**src/rtl/rom_readback.sv**
```systemverilog
// Streams a range of program-ROM words to the host over valid/ready and
// keeps a running 16-bit additive checksum of the words the host accepted.
module rom_readback #(
  parameter int ADDR_W       = 15,
  parameter int DATA_W       = 16,
  parameter int READ_LATENCY = 1
) (
  input  logic              clk,
  input  logic              reset,
  input  logic              start,
  input  logic              abort,
  input  logic [ADDR_W-1:0] startAddr,
  input  logic [ADDR_W-1:0] length,
  output logic [ADDR_W-1:0] mem_address,
  output logic              mem_re,
  input  logic [DATA_W-1:0] mem_rd_data,
  output logic [DATA_W-1:0] dataOut,
  output logic              valid,
  input  logic              ready,
  output logic              busy,
  output logic              done,
  output logic [DATA_W-1:0] checksum
);

  typedef enum logic [2:0] {IDLE, FETCH, WAIT, SEND, DONE} state_t;

  // The WAIT counter loads latency-1 and the word is captured when it hits zero.
  localparam logic [1:0] WAIT_LAST = 2'(READ_LATENCY - 1);

  state_t            state;
  logic [ADDR_W-1:0] address;
  logic [ADDR_W-1:0] remaining;
  logic [1:0]        wait_cnt;

  assign mem_address = address;

  // Outputs are registered alongside the state so each one is asserted
  // exactly while the FSM sits in its owning state.
  always_ff @(posedge clk or negedge reset) begin
    if (!reset) begin
      state     <= IDLE;
      address   <= '0;
      remaining <= '0;
      wait_cnt  <= '0;
      dataOut   <= '0;
      checksum  <= '0;
      mem_re    <= 1'b0;
      valid     <= 1'b0;
      busy      <= 1'b0;
      done      <= 1'b0;
    end else begin
      mem_re <= 1'b0;
      valid  <= 1'b0;
      done   <= 1'b0;
      if (state != IDLE && abort) begin
        state <= IDLE;
        busy  <= 1'b0;
      end else begin
        case (state)
          IDLE: begin
            if (start) begin
              address   <= startAddr;
              remaining <= length;
              checksum  <= '0;
              busy      <= 1'b1;
              if (length == '0) begin
                state <= DONE;
                done  <= 1'b1;
              end else begin
                state  <= FETCH;
                mem_re <= 1'b1;
              end
            end
          end
          FETCH: begin
            state    <= WAIT;
            wait_cnt <= WAIT_LAST;
          end
          WAIT: begin
            if (wait_cnt == '0) begin
              dataOut <= mem_rd_data;
              valid   <= 1'b1;
              state   <= SEND;
            end else begin
              wait_cnt <= wait_cnt - 2'd1;
            end
          end
          SEND: begin
            if (ready) begin
              checksum  <= checksum + dataOut;
              address   <= address + ADDR_W'(1);
              remaining <= remaining - ADDR_W'(1);
              if (remaining == ADDR_W'(1)) begin
                state <= DONE;
                done  <= 1'b1;
              end else begin
                state  <= FETCH;
                mem_re <= 1'b1;
              end
            end else begin
              valid <= 1'b1;
            end
          end
          DONE: begin
            state <= IDLE;
            busy  <= 1'b0;
          end
          default: begin
            state <= IDLE;
            busy  <= 1'b0;
          end
        endcase
      end
    end
  end

endmodule

```
**config.mk**
```make
export PLATFORM = sky130hd
export DESIGN_NAME = rom_readback
export DESIGN_NICKNAME = d
export VERILOG_FILES = /design/src/rtl/rom_readback.sv
export SDC_FILE = /design/constraint.sdc
export NUM_CORES = 1
export LEC_CHECK = 0
export CAP_MARGIN = 20
export CORE_MARGIN = 1.5
export CORE_UTILIZATION = 45
export DETAILED_ROUTE_END_ITERATION = 16
export PLACE_DENSITY = 0.75
export SYNTH_ARGS = -nofsm -noshare
export SYNTH_HDL_FRONTEND = slang
export SYNTH_SLANG_ARGS = --single-unit
```
**constraint.sdc**
```tcl
create_clock -name clk -period 2.96 [get_ports clk]
set_input_delay 0.592 -clock clk [delete_from_list [all_inputs] [get_ports clk]]
set_output_delay 0.592 -clock clk [all_outputs]
set_load 0.005 [all_outputs]
```
-- After elaboration in Yosys (flattened, before gate mapping)
Cells that the tools add are included.
Widths: inputs -> output; s select.
- $mul: 0
- reductions and logical operators: 13
- add/sub/neg operators: 4
- div/mod/pow operators: 0
- shifts and indexed selects: 0
- equal/unequal tests: 11
- muxes and demuxes: 37
- bitwise operators: 1
- magnitude comparators: 0
- operators by type and width (operator ; number):
    $mux 15 ; 4
    $pmux 15 s2 ; 2
    $mux 16 ; 2
    $pmux 16 s2 ; 1
    $mux 3 ; 6
    $add 16x16->16 ; 1
    $add 15x1->15 const B ; 1
    $eq 15x1->1 const B ; 1
    $logic_not 15->1 ; 1
    $mux 1 ; 15
    $sub 15x1->15 const B ; 1
    $pmux 3 s4 ; 1
    $ne 3x3->1 const B ; 3
    $reduce_and 3->1 ; 3
    $pmux 1 s2 ; 4
    $eq 3x2->1 const B ; 2
    $ne 2x2->1 const B ; 3
    $pmux 2 s2 ; 1
    $reduce_and 4->1 ; 1
    $reduce_bool 2->1 ; 2
    $eq 3x1->1 const B ; 1
    $logic_not 3->1 ; 1
    $reduce_bool 3->1 ; 1
    $reduce_or 3->1 ; 1
    other kinds (7) ; 7
- register bits after elaboration: 71
- ROM bits: 0
- bits in writable memories: 0
- logic and storage cells: 76
- output and inout port bits: 51
- latch bits: 0
- input bits: 51
- memories kept: 0

-- Logic depth before layout (Yosys ltp)
- depth in word-level cells: 5
- depth in mapped cells: 10
- mapped depth without buffers: 10

-- Worst setup path before layout
OpenSTA, ideal clock, no wires.
- path type: register to register
- start point: reg checksum[0]
- end point: reg checksum[10]
- path buffers: 0
- arrival time: 1.987 ns
- required time: 2.838 ns
- library setup time: 0.122 ns
- setup slack: 0.852 ns
- period minus slack after synthesis: 2.108 ns
- cell stages (with the launch flop): 11
- path through: dfrtp_1 -> ha_1 -> inv_1 -> fa_1 -> nor2b_1 -> o21a_1 -> o21ai_0 -> a21oi_1 -> o21ai_0 -> a21o_1 -> a32o_1
- cells in the longest elaborated chain, start to end: 3
- RTL lines (item ; RTL line ; RTL):
    start, declared ; 22 ; output logic [DATA_W-1:0] checksum
    start signal, assigned ; 90 ; checksum <= checksum + dataOut;
    $add 16x16->16 ; 90 ;
    $mux 16 ; 89 ; if (ready) begin
    $pmux 16 s2 ; 59 ; case (state)
No other way between the ends. The select of a mux whose other input is x is not followed.
A chain may end at the register's enable or synchronous reset.

-- Worst setup path in the final report
- start point: reg dataOut[0]
- end point: reg checksum[10]
- cells in the longest elaborated chain, start to end: 3
- RTL lines (item ; RTL line ; RTL):
    start, declared ; 17 ; output logic [DATA_W-1:0] dataOut,
    start signal, assigned ; 81 ; dataOut <= mem_rd_data;
    $add 16x16->16 ; 90 ;
    $mux 16 ; 89 ;
    $pmux 16 s2 ; 59 ;
No other way between the ends. The select of a mux whose other input is x is not followed.

==> results.tsv <==
stage	metric	value	unit
status	status	complete, no violations	
floorplanning	Die Span Y	99.6	um
logic_synthesis	Top FF cell, synth	dfrtp_1	
cts	setup bufs post-CTS	0	
cts	clock sink total	71	
worst_setup_path	worst-path fanout max	3	
logic_synthesis	Seq cells post-synth	71	
global_route	total grt overflow	0	
floorplanning	Die ar.	9930	sq um
timing	max-slew violations	0	
global_route	first-pass GRT wire length	18700	um
timing	RSZ-0062 raised after global routing	no	
drt	Initial DRC Count	190	
cells_and_area	Final Non-Filler Cells	695	
drt	vias per inst	5.83	
timing	Fin Clk Skew	0.00902	ns
pwr	Cell Pwr Density	867	nW/um^2
floorplanning	I/O pins	102	
pwr	Comb pwr share	46.9	%
cts	CTS Buf Count	9	
cts	Worst-path clk slew	0.08	ns
placement	gpl congestion	0.891	
cts	Bufs on Longest Clock Path	2	
worst_setup_path	Worst setup EP type	flip-flop	
logic_synthesis	largest family of logic cells by synthesized area	compound AO/OA/AOI/OAI gates	
pwr	Worst IR Drop VDD	0.000451	V
logic_synthesis	Seq/Total Area, Yosys	42.3	%
floorplanning	# rows	35	
pwr	Pint	0.00292	W
cells_and_area	Antenna diodes	0	
timing	Max Freq	0.397	GHz
floorplanning	Core ar.	9150	sq um
logic_synthesis	post-synthesis simple-gate area fraction	17.6	%
timing	Setup Viol. Count Final	0	
pwr	clock network fraction of design power	16.0	%
drt	TritonRoute pass-1 iters	5	
logic_synthesis	Post-Synth XOR/XNOR Area	1.67	%
logic_synthesis	Post-synth EDFFs	0	
pwr	Sw Ratio	39.3	%
timing	min Tclk post-route	2.52	ns
timing	Slew HR	45.6	%
logic_synthesis	top post-synthesis cells by area	dfrtp_1, a21oi_1, o21ai_0	
cts	worst skew pair latency	0.35	ns
timing	Worst Tran Pin Value	0.816	ns
pwr	Static Leak	2.36	nW
global_route	largest net degree at the start of global routing	40	
logic_synthesis	synthesized instance count	480	
worst_setup_path	CP Launch Type	flip-flop	
placement	DP HPWL	7890	um
drt	drt wl/cell	16.1	um
logic_synthesis	adder-cell share of the synthesized area	6.13	%
floorplanning	Starting Density	45.9	%
cells_and_area	proportion of layout cells with a drive suffix above 1	8.22	%
drt	via count	4049	
placement	# port buffers	101	
drt	Routed WL	11200	um
logic_synthesis	yosys warns	0	
global_route	vias in the first global route	3988	
drt	Post-DRT Antenna Nets	0	
logic_synthesis	Synth cell types	50	
cts	htree depth	3	
global_route	initial antenna violation count	0	
worst_setup_path	Critical Path AT	2.76	ns
floorplanning	die width	99.6	um
logic_synthesis	asr flop ratio synth	100	%
logic_synthesis	mux cell area share after synthesis	5.27	%
timing	final hold violations	0	
timing	Tcrit/Tclk final	85.1	%
logic_synthesis	Compound-Gate Fraction of Synth Area	23.5	%
cells_and_area	most common cell after layout, fill and taps aside	clkdlybuf4s50_1	
logic_synthesis	Synth top area share	42.3	%
cts	CTS tree	done	
cts	post_cts resized	0	
logic_synthesis	Netlist Area Pre-Place	4200	sq um
timing	setup_tns	0	ns
flow_run	max-cap viol count	0	
cts	hold_buf cts	0	
global_route	Total Routing Usage GR	23.2	%
placement	Post-Place Cells	679	
logic_synthesis	synthesized area per cell	8.76	sq um
worst_setup_path	Worst EP required	3.21	ns
worst_setup_path	Crit Path Category	flip-flop to flip-flop	
drt	DRC Markers	0	
cts	clk root buf	clkbuf_8	
pwr	Reg power frac	37.1	%
logic_synthesis	syn_nets	551	
pwr	NetSw	0.00189	W
cells_and_area	fin nets	650	
logic_synthesis	largest area contributor in the netlist	dfrtp_1	
hold_path	Worst Hold Class	input pin to asynchronous set/reset pin	
cells_and_area	Layout area overhead	31.9	%
cells_and_area	most frequent cells in the layout	clkdlybuf4s50_1, dfrtp_1, a21oi_1	
per-layer routing:
metal | track usage (%) | share of wire (%) | vias up | wire length, um
met5 | 0 | 0 | - | 0
met4 | 7.91 | 1.8 | 0 | 198
met3 | 5.83 | 5.2 | 16 | 579
met2 | 37.7 | 47 | 123 | 5290
met1 | 30.5 | 46 | 1957 | 5110
li1 | - | - | 1953 | -
final cells by class:
cell class              count  area [sq um]
flip-flops and latches     71          1780
fillers                   773          3610
inverters                  17          63.8
clock inverters             6          61.3
multi-input cells         370          2280
well taps                 111           139
repair buffers            110          1100
clock buffers              10           128
cells in the mapped netlist, drive strengths merged, types with 2 or more instances:
| cell type | instances |
|---|---|
| xor2 | 5 |
| nor3 | 16 |
| o21a | 5 |
| nor2b | 5 |
| clkbuf | 19 |
| o31ai | 2 |
| ha | 19 |
| a22o | 2 |
| a31oi | 4 |
| a21o | 8 |
| mux2 | 17 |
| xnor2 | 3 |
| o41ai | 2 |
| nor4 | 4 |
| a21oi | 57 |
| a32oi | 3 |
| o21bai | 2 |
| nand3b | 2 |
| mux2i | 3 |
| nand3 | 15 |
| a211oi | 2 |
| o22ai | 11 |
| nand2 | 43 |
| nand4b | 2 |
| nand2b | 2 |
| buf | 3 |
| and3 | 4 |
| a22oi | 8 |
| nor2 | 46 |
| dfrtp | 71 |
| or3 | 5 |
| inv | 17 |
| o21ai | 53 |
| nand4 | 8 |
cells by family after synthesis:
logic type | after synthesis
compound gates | 166
simple gates | 156
flops | 71
buf+inv | 39
mux | 20
fa+ha+maj | 20
xor+xnor | 8
state kept, by name, summed over array words and instances, names as in the netlist:
name	flops
state	3
wait_cnt	2
dataOut	16
mem_address	15
checksum	16
valid	1
done	1
mem_re	1
busy	1
remaining	15
critical path, stage by stage (launching register included):
cell	delay (ns)
dfrtp_1	0.38
ha_1	0.22
inv_1	0.07
fa_1	0.37
nor2b_1	0.19
o21a_1	0.19
o21ai_0	0.16
a21oi_1	0.24
o21ai_0	0.15
a21o_1	0.20
a32o_1	0.23
metrics by stage:
stage / setup slack, ns / instance area, sq um / util, % / total power, W / hold slack, ns
2_1_floorplan: 0.852 / 4200 / - / 0.00302 / 0.296
3_3_place_gp: 0.480 / 5360 / 58.5 / 0.00394 / 0.464
3_5_place_dp: 0.380 / 5360 / 58.5 / 0.00403 / 0.479
4_1_cts: 0.502 / 5550 / 60.6 / 0.00482 / 0.359
5_1_grt: 0.310 / 5550 / 60.6 / 0.00519 / 0.374
6_report: 0.441 / 5550 / 60.6 / 0.00481 / 0.325
power by group through the flow:
stage	logic (W)	clock network (W)	registers, W
after floorplan	0.00132	0	0.00170
after global placement	0.00216	0	0.00178
after detailed placement	0.00224	0	0.00179
after CTS	0.00226	0.000782	0.00178
after global routing	0.00251	0.000833	0.00184
final	0.00226	0.000770	0.00178
worst paths after layout:
path	depth (start not counted)	slack, ns	endpoint	start
worst max-delay path	10	0.44	checksum[10]	dataOut[0]
min in group clk	2	0.50	wait_cnt[0]	wait_cnt[0]
max in group asynchronous	2	1.94	checksum[0]	reset
worst max register to register	10	0.44	checksum[10]	dataOut[0]
worst min register to register	2	0.50	wait_cnt[0]	wait_cnt[0]
worst min-delay path	1	0.33	remaining[14]	reset
Note: power is estimated with default switching activity, not from simulation.
